<file path="src/rtl/tx_fifo_wr_arbiter_pkg.sv">
// Shared definitions for the TX FIFO control blocks: arbiter state encoding
// and the default burst length.
package tx_fifo_wr_arbiter_pkg;

   // One-hot grant encoding, so the state value doubles as the grant vector.
   typedef enum logic [1:0] {
      ST_IDLE = 2'b00,
      ST_GNT0 = 2'b01,
      ST_GNT1 = 2'b10
   } arb_state_e;

   localparam int DEFAULT_BURST_LEN = 16;

endpackage

</file>
<file path="src/rtl/tx_fifo_wr_arbiter.sv">
// Two-requester round-robin write arbiter into the TX FIFO. Bursts of up to
// BURST_LEN words per grant, stalled on almost-full, one-cycle write latency.
module tx_fifo_wr_arbiter
   import tx_fifo_wr_arbiter_pkg::*;
#(
   parameter int DAT_W     = 8,
   parameter int BURST_LEN = DEFAULT_BURST_LEN,
   parameter int CNT_W     = 16
) (
   input  logic             i_clk,
   input  logic             i_rst,
   input  logic             i_req0_valid,
   input  logic [DAT_W-1:0] i_req0_data,
   output logic             o_req0_ready,
   input  logic             i_req1_valid,
   input  logic [DAT_W-1:0] i_req1_data,
   output logic             o_req1_ready,
   input  logic             i_fifo_full,
   input  logic             i_fifo_afull,
   output logic             o_fifo_wr_en,
   output logic [DAT_W-1:0] o_fifo_wr_data,
   output logic [1:0]       o_grant,
   output logic [CNT_W-1:0] o_wr_total
);

   localparam int BC_W = $clog2(BURST_LEN + 1);

   arb_state_e       state;
   logic             last_gnt;
   logic [BC_W-1:0]  burst_cnt;
   logic             wr_en_q;
   logic [DAT_W-1:0] wr_data_q;
   logic [CNT_W-1:0] wr_total_q;

   logic             stall;
   logic             acc0;
   logic             acc1;
   logic             acc;
   logic [DAT_W-1:0] acc_data;
   logic             gnt_valid;
   logic             burst_last;

   // Afull is the stop condition: the flags are registered one cycle late,
   // so stopping on afull keeps the trailing registered write off a full FIFO.
   assign stall = i_fifo_afull | i_fifo_full;

   always_comb begin
      o_req0_ready = (state == ST_GNT0) & i_req0_valid & ~stall;
      o_req1_ready = (state == ST_GNT1) & i_req1_valid & ~stall;
      acc0         = i_req0_valid & o_req0_ready;
      acc1         = i_req1_valid & o_req1_ready;
      acc          = acc0 | acc1;
      acc_data     = acc1 ? i_req1_data : i_req0_data;
      gnt_valid    = (state == ST_GNT1) ? i_req1_valid : i_req0_valid;
      burst_last   = acc & (burst_cnt == BC_W'(BURST_LEN - 1));
   end

   always_ff @(posedge i_clk or posedge i_rst) begin
      if (i_rst) begin
         state      <= ST_IDLE;
         last_gnt   <= 1'b1;
         burst_cnt  <= '0;
         wr_en_q    <= 1'b0;
         wr_data_q  <= '0;
         wr_total_q <= '0;
      end else begin
         wr_en_q <= acc;
         if (acc)
            wr_data_q <= acc_data;
         if (wr_en_q)
            wr_total_q <= wr_total_q + CNT_W'(1);

         case (state)
            ST_IDLE: begin
               burst_cnt <= '0;
               // On contention, the requester not served last wins.
               if (i_req0_valid && i_req1_valid) begin
                  if (last_gnt) begin
                     state    <= ST_GNT0;
                     last_gnt <= 1'b0;
                  end else begin
                     state    <= ST_GNT1;
                     last_gnt <= 1'b1;
                  end
               end else if (i_req0_valid) begin
                  state    <= ST_GNT0;
                  last_gnt <= 1'b0;
               end else if (i_req1_valid) begin
                  state    <= ST_GNT1;
                  last_gnt <= 1'b1;
               end
            end
            ST_GNT0, ST_GNT1: begin
               // A stall freezes the burst entirely, even if valid drops.
               if (!stall) begin
                  if (acc)
                     burst_cnt <= burst_cnt + BC_W'(1);
                  if (!gnt_valid || burst_last)
                     state <= ST_IDLE;
               end
            end
            default: state <= ST_IDLE;
         endcase
      end
   end

   assign o_grant        = state;
   assign o_fifo_wr_en   = wr_en_q;
   assign o_fifo_wr_data = wr_data_q;
   assign o_wr_total     = wr_total_q;

endmodule

</file>
<file path="config.mk">
export PLATFORM = sky130hd
export DESIGN_NAME = tx_fifo_wr_arbiter
export DESIGN_NICKNAME = d
export VERILOG_FILES = /design/src/rtl/tx_fifo_wr_arbiter_pkg.sv /design/src/rtl/tx_fifo_wr_arbiter.sv
export SDC_FILE = /design/constraint.sdc
export NUM_CORES = 1
export LEC_CHECK = 0
export CORE_MARGIN = 5
export CORE_UTILIZATION = 49
export CTS_CLUSTER_SIZE = 8
export DETAILED_ROUTE_END_ITERATION = 10
export GPL_TIMING_DRIVEN = 0
export PLACE_DENSITY = 0.84
export SYNTH_ARGS = -nofsm -noshare
export SYNTH_HDL_FRONTEND = slang
export SYNTH_SLANG_ARGS = --single-unit
</file>
<file path="constraint.sdc">
create_clock -name i_clk -period 3.3 [get_ports i_clk]
set_input_delay 0.825 -clock i_clk [delete_from_list [all_inputs] [get_ports i_clk]]
set_output_delay 0.825 -clock i_clk [all_outputs]
set_load 0.05 [all_outputs]
</file>
==> tab_implementation.tex, run 1 <==
\begin{tabular}{lr}
\hline
Metric & Value \\
\hline
\multicolumn{2}{l}{\textbf{Synthesis}} \\
Average footprint of a synthesized cell & 10.53 µm² \\
Mapped Area & 0.001600 mm² \\
Number of synthesized register bits & 33 \\
Proportion of netlist area held by the largest area contributor & 0.5004 \\
Post-synthesis cell count & 152 \\
Synth Net Count & 180 \\
Prevailing post-synth register cell & dfrtp\_1 \\
Dominant cell type by area after synthesis & dfrtp\_1 \\
Post-synthesis sequential area ratio & 0.5168 \\
Share of async-settable or async-resettable flops after synthesis & 1.000 \\
Count of different cell masters after synthesis & 31 \\
Yosys Warn Count & 0 \\
Number of synthesized flops with an enable pin & 0 \\
Top cells by area in the synthesized netlist & dfrtp\_1 50\%, mux2i\_1 6.3\%, xnor2\_1 6.0\% \\
\multicolumn{2}{l}{\textbf{Critical path}} \\
Startpoint types & input pin \\
Worst Setup Path Type & input pin to primary output \\
Number of buffer and inverter stages on the critical path & 3 \\
Worst path slowest cell & clkdlybuf4s50\_1 \\
Top Family by Delay on Critical Path & buffers and inverters \\
Endpoint arrival time on the critical path & 2.19 ns \\
WP data required & 2.47 ns \\
CP max FO & 9 \\
Worst stage delay on the critical path & 0.43 ns \\
Worst reg-to-reg setup slack & 1.50 ns \\
Critical Path Sink Type & primary output \\
List of cells traversed by the critical path & clkdlybuf4s50\_1 > nor2\_2 > and3\_1 > buf\_4 > clkbuf\_2 \\
\multicolumn{2}{l}{\textbf{Detailed routing}} \\
Post-DRT Antenna Nets & 0 \\
Via/cell ratio & 5.243 \\
Met1 layer wirelength in the final routing & 1388 µm \\
Iteration-0 DRC Markers & 55 \\
Final routed DRC violation total & 0 \\
Routed wire length & 3600 µm \\
Via count & 1337 \\
Detailed route wirelength on metal3 & 301 µm \\
First-pass DRT Iterations & 4 \\
Highest routed layer & met4 \\
Met2 wirelength from detailed routing & 1844 µm \\
Routed wirelength normalized by instance count & 14.12 µm \\
\multicolumn{2}{l}{\textbf{Floorplanning}} \\
Die area & 0.004508 mm² \\
Die Span Y & 67.15 µm \\
Initial core utilization & 0.5157 \\
Core ar. & 0.003103 mm² \\
Top-Level Pins & 51 \\
Number of standard-cell rows in the floorplan & 20 \\
Die extent in x & 67.15 µm \\
\multicolumn{2}{l}{\textbf{Cells and area}} \\
Antenna fix cells & 0 \\
Most common library cell in the layout ignoring fill and taps & clkdlybuf4s50\_1 \\
Layout-stage area growth over the synthesis result & 39.25\% \\
Final std cell area, no fill & 0.002228 mm² \\
Multi-input combinational cell area & 721.9 µm² \\
Area of all sequential standard cells & 827.0 µm² \\
Most frequent cells in the layout & 48 x clkdlybuf4s50\_1, 32 x dfrtp\_1, 14 x nor2\_1, 11 x o21ai\_0, 11 x xnor2\_1 \\
Layout cell share with drive strength beyond 1 & 0.08531 \\
Final \#Nets & 238 \\
Filler Cells Inserted & 255 \\
\multicolumn{2}{l}{\textbf{Global route}} \\
Pin count of the biggest net entering global routing & 34 \\
Wire length of the first global-routing pass & 5940 µm \\
Tot GR Track Use & 0.1773 \\
Number of antenna violations at the first check in global routing & 0 \\
GRT overflow & 0 \\
Number of global-route vias before repair & 1316 \\
\multicolumn{2}{l}{\textbf{Clocking}} \\
Register clock-pin slew on the reported worst setup and hold paths & 0.11 ns \\
CTS HTree Levels & 2 \\
Total CTS buffers & 5 \\
Maximum clock path buffer count & 2 \\
Root cell of the clock tree & clkbuf\_4 \\
Number of clock sinks & 33 \\
Clock latency on the worst-skew pair & 0.34 ns \\
TritonCTS clock tree & done \\
Hold buffers post-CTS & 0 \\
Post-CTS Repair Setup Buffers & 0 \\
\multicolumn{2}{l}{\textbf{Timing}} \\
Count of pins over their slew limit & 0 \\
Unrepaired setup endpoints after global routing & false \\
Post-route setup TNS & 0 ns \\
Worst slew margin & 0.6543 \\
Max Fclk & 0.3314 GHz \\
Ratio of final minimum period to clock period & 0.9143 \\
Minimum period implied by the final worst setup slack & 3.017 ns \\
Final setup violating endpoints & 0 \\
Actual slew at the worst max-slew pin & 0.5169 ns \\
Post-route clock skew & 0.01708 ns \\
Count of endpoints failing hold in the final timing report & 0 \\
\multicolumn{2}{l}{\textbf{Job}} \\
Number of max-cap violations & 0 \\
\multicolumn{2}{l}{\textbf{Power}} \\
Power dissipated by switching net loads & 0.7243 mW \\
Relative contribution of combinational cells to total power & 0.498 \\
Fraction of power spent switching nets & 0.4603 \\
Seq pwr share & 0.364 \\
Internal power summed over all cells & 0.8492 mW \\
Maximum vdd ir drop & 0.0004220 V \\
Pwr per Cell Area & 706.1 mW/mm² \\
Clk pwr share & 0.138 \\
Leakage power total & 0.9983 nW \\
\multicolumn{2}{l}{\textbf{Placement}} \\
Routability congestion estimate from global placement & 0.8490 \\
Placed standard-cell area & 0.002156 mm² \\
Sum of net half-perimeters after detailed placement & 2836 µm \\
Number of input and output port buffers inserted & 50 \\
\multicolumn{2}{l}{\textbf{Status}} \\
Result of the run & finished, final reports clean \\
\multicolumn{2}{l}{\textbf{Min path}} \\
Worst min-delay path category & flip-flop to flip-flop \\
\hline
\end{tabular}
power by group through the flow:
stage          sequential [mW]  combinational, mW  clock [mW]
6_report                 0.573              0.783       0.218
3_5_place_dp             0.582              0.783           0
3_3_place_gp             0.575              0.755           0
2_1_floorplan            0.844              0.248           0
4_1_cts                  0.573              0.785       0.227
5_1_grt                  0.588              0.846       0.245
stage by stage:
| step | hold WS (ns) | std cells | setup slack, ns | power [mW] | utilization |
|---|---|---|---|---|---|
| after floorplan | 0.4306 | 152 | 0.9943 | 1.092 | - |
| after global placement | 0.4542 | 246 | -0.2188 | 1.330 | 0.6948 |
| after detailed placement | 0.4645 | 246 | -0.2463 | 1.364 | 0.6948 |
| after CTS | 0.4823 | 254 | 0.006717 | 1.585 | 0.7121 |
| after global routing | 0.5080 | 255 | 0.1990 | 1.679 | 0.7181 |
| final | 0.4898 | 255 | 0.2827 | 1.574 | 0.7181 |
logic make-up after synthesis:
group                    count (synthesis)  share of synthesized area
AO/OA/AOI/OAI                           28                    0.09773
XOR/XNOR                                15                    0.08209
adder cells (fa/ha/maj)                  6                    0.04691
buffers and inverters                   12                    0.03206
flip-flops                              33                     0.5168
multiplexers                            11                    0.06959
AND/OR/NAND/NOR                         47                     0.1548
worst register-to-register path, stage by stage, from the launching register on:
cell and delay (ns):
dfrtp_1 0.43, inv_1 0.09, ha_1 0.25, a22o_1 0.28, a311oi_1 0.39, nand2b_1 0.18
o21ai_0 0.09
final timing paths:
path                                            startpoint  cells past startpoint                       endpoint
worst min register to register  o_wr_total[15]$_DFFE_PP0P_                      1     o_wr_total[15]$_DFFE_PP0P_
worst min-delay path            o_wr_total[15]$_DFFE_PP0P_                      1     o_wr_total[15]$_DFFE_PP0P_
min in group asynchronous                            i_rst                      2     o_wr_total[13]$_DFFE_PP0P_
worst max-delay path                           i_fifo_full                      5                   o_req1_ready
worst max register to register      o_grant[0]$_DFFE_PP0P_                      6         o_grant[1]$_DFFE_PP0P_
max in group asynchronous                            i_rst                      3  o_fifo_wr_data[0]$_DFFE_PP0P_
repair_timing:
item                                    4_1_cts  5_1_grt
hold endpoints to repair                      0        0
endpoints found under the setup margin        1        2
gates resized for setup                       1        3
per-layer routing:
metal  vias to the layer above  track usage
met5                         -            0
met4                         0      0.07848
met3                         6      0.06489
met2                        50       0.3080
met1                       641       0.1923
li1                        640            -
sequential cells by signal, indices dropped and copies added (netlist names):
name	cells
burst_cnt	5
last_gnt	1
o_fifo_wr_data	8
o_fifo_wr_en	1
o_grant	2
o_wr_total	16
layout make-up:
cell class	count	area share
sequential	33	0.3711
timing repair buffer	51	0.2325
multi-input combinational	107	0.3240
inverter	9	0.01516
clock buffer	5	0.01684
buffer	3	0.007861
clock inverter	3	0.007861
tap	44	0.02471
synth_stat cells (2+ instances only):
| cell | count |
|---|---|
| xnor2_1 | 11 |
| inv_1 | 9 |
| nand2_1 | 9 |
| nor2_1 | 14 |
| ha_1 | 6 |
| dfrtp_1 | 32 |
| a21oi_1 | 9 |
| xor2_1 | 4 |
| nand4_1 | 4 |
| o21ai_0 | 11 |
| a31oi_1 | 2 |
| and3_1 | 5 |
| mux2i_1 | 10 |
| nand3_1 | 8 |
| buf_2 | 2 |
(Power assumes the default switching activity.)
==> run 2, diff against run 1 <==
Settings changed: HOLD_SLACK_MARGIN set to 0.1, PLACE_DENSITY 0.84 to 0.86.
==> tab_implementation.tex, run 2 (synthesis gave the netlist of run 1 again) <==
\begin{tabular}{lr}
\hline
Metric & Value \\
\hline
\multicolumn{2}{l}{\textbf{Status}} \\
Result of the run & finished, final reports clean \\
\multicolumn{2}{l}{\textbf{Timing}} \\
Count of pins over their slew limit & 0 \\
Count of endpoints failing hold in the final timing report & 0 \\
Post-route clock skew & 0.01424 ns \\
Worst hold slack & 0.4801 ns \\
Unrepaired setup endpoints after global routing & false \\
Post-route setup TNS & 0 ns \\
Max Fclk & 0.3287 GHz \\
Minimum period implied by the final worst setup slack & 3.043 ns \\
Minimum setup slack in the final design & 0.2573 ns \\
Worst slew margin & 0.6436 \\
Ratio of final minimum period to clock period & 0.9220 \\
Final setup violating endpoints & 0 \\
Actual slew at the worst max-slew pin & 0.5313 ns \\
\multicolumn{2}{l}{\textbf{Clocking}} \\
Clock latency on the worst-skew pair & 0.33 ns \\
Post-CTS Repair Setup Buffers & 0 \\
Root cell of the clock tree & clkbuf\_4 \\
Maximum clock path buffer count & 2 \\
Number of clock sinks & 33 \\
Hold buffers post-CTS & 0 \\
Total CTS buffers & 5 \\
TritonCTS clock tree & done \\
Register clock-pin slew on the reported worst setup and hold paths & 0.10 ns \\
CTS HTree Levels & 2 \\
\multicolumn{2}{l}{\textbf{Min path}} \\
Worst min-delay path category & flip-flop to flip-flop \\
Startpoint of the worst hold path & burst\_cnt[3]\$\_DFFE\_PP0P\_ \\
\multicolumn{2}{l}{\textbf{Placement}} \\
Routability congestion estimate from global placement & 0.8587 \\
Number of input and output port buffers inserted & 50 \\
Sum of net half-perimeters after detailed placement & 2896 µm \\
Placed standard-cell area & 0.002156 mm² \\
Worst setup slack before clock tree synthesis & -0.2542 ns \\
\multicolumn{2}{l}{\textbf{Detailed routing}} \\
Iteration-0 DRC Markers & 115 \\
Post-DRT Antenna Nets & 0 \\
First-pass DRT Iterations & 4 \\
Routed wirelength normalized by instance count & 14.72 µm \\
Routed wire length & 3754 µm \\
Via count & 1318 \\
Final routed DRC violation total & 0 \\
Via/cell ratio & 5.169 \\
\multicolumn{2}{l}{\textbf{Floorplanning}} \\
Number of standard-cell rows in the floorplan & 20 \\
Initial core utilization & 0.5157 \\
Top-Level Pins & 51 \\
Die extent in x & 67.15 µm \\
Core ar. & 0.003103 mm² \\
Die area & 0.004508 mm² \\
Die Span Y & 67.15 µm \\
\multicolumn{2}{l}{\textbf{Critical path}} \\
R2r startpoint & o\_grant[1]\$\_DFFE\_PP0P\_ \\
Endpoint arrival time on the critical path & 2.22 ns \\
Critical Path Sink Type & primary output \\
WP data required & 2.47 ns \\
CP max FO & 9 \\
Startpoint types & input pin \\
Worst Setup Path Type & input pin to primary output \\
First element of the critical path & i\_fifo\_full \\
\multicolumn{2}{l}{\textbf{Power}} \\
Pwr per Cell Area & 707.1 mW/mm² \\
Overall power after layout & 1.574 mW \\
Clk pwr share & 0.134 \\
Power dissipated by switching net loads & 0.7183 mW \\
Relative contribution of combinational cells to total power & 0.500 \\
Maximum vdd ir drop & 0.0004714 V \\
Internal power summed over all cells & 0.8556 mW \\
Seq pwr share & 0.365 \\
Leakage power total & 0.9835 nW \\
Fraction of power spent switching nets & 0.4564 \\
\multicolumn{2}{l}{\textbf{Global route}} \\
Global routing met1 resource utilization & 0.2034 \\
Number of antenna violations at the first check in global routing & 0 \\
Wire length of the first global-routing pass & 6258 µm \\
Tot GR Track Use & 0.1831 \\
GRT overflow & 0 \\
Grt met2 use & 0.3153 \\
Pin count of the biggest net entering global routing & 34 \\
GR met3 Demand/Resource & 0.05158 \\
Busiest layer in global routing & met2 \\
Number of global-route vias before repair & 1437 \\
\multicolumn{2}{l}{\textbf{Cells and area}} \\
Layout-stage area growth over the synthesis result & 39.09\% \\
Final \#Nets & 238 \\
Layout cell share with drive strength beyond 1 & 0.07109 \\
Final std cell area, no fill & 0.002226 mm² \\
Most frequent cells in the layout & 48 x clkdlybuf4s50\_1, 32 x dfrtp\_1, 14 x nor2\_1, 11 x o21ai\_0, 11 x xnor2\_1 \\
Flip-flop count of the largest register, all copies and words added & 16 \\
Antenna fix cells & 0 \\
Most common library cell in the layout ignoring fill and taps & clkdlybuf4s50\_1 \\
\multicolumn{2}{l}{\textbf{Job}} \\
Number of max-cap violations & 0 \\
\hline
\end{tabular}
[run 2: path summary, 6_finish.rpt]
| check | end | slack [ns] | depth (start not counted) |
|---|---|---|---|
| max in group asynchronous | o_fifo_wr_data[2]$_DFFE_PP0P_ | 2.09 | 3 |
| worst min register to register | burst_cnt[3]$_DFFE_PP0P_ | 0.48 | 1 |
| worst min-delay path | burst_cnt[3]$_DFFE_PP0P_ | 0.48 | 1 |
| worst max register to register | o_grant[1]$_DFFE_PP0P_ | 1.51 | 6 |
| worst max-delay path | o_req1_ready | 0.26 | 5 |
| min in group asynchronous | o_grant[1]$_DFFE_PP0P_ | 0.77 | 2 |
[run 2: what timing repair did]
item                       CTS  global route
gates resized for setup      2             2
setup endpoints to repair    2             1
pin swaps                    0             0
cloned                       0             0
[run 2: worst max-delay path, cell delays in order]
cell and delay, ns:
clkdlybuf4s50_1 0.43, nor2_2 0.25, and3_1 0.20, buf_4 0.20
clkbuf_2 0.31
[run 2: through the flow]
stage               std cells  utilization
finish                    255       0.7173
detailed placement        246       0.6948
global route              255       0.7173
floorplan                 152            -
CTS                       254       0.7097
global placement          246       0.6948
[run 2: per-layer routing]
metal,up-vias,wire [µm]
met1,638,1558
met2,35,1935
met4,0,61
met5,-,0
li1,640,-
met3,5,198
[run 2: area by class of cell]
cell class | instances | area [µm²]
plain buffers | 3 | 17.52
clock buffers | 8 | 48.80
fillers | 251 | 877.1
flip-flops and latches | 33 | 827.0
well taps | 44 | 55.05
inverters | 9 | 33.78
repair buffers | 51 | 521.8
multi-input cells | 107 | 721.9
[run 2: power by group through the flow]
stage	Combinational, mW	Sequential [mW]	Clock, mW
floorplan	0.248	0.844	0
global placement	0.756	0.575	0
detailed placement	0.785	0.584	0
CTS	0.788	0.575	0.217
global route	0.843	0.587	0.238
finish	0.787	0.575	0.211
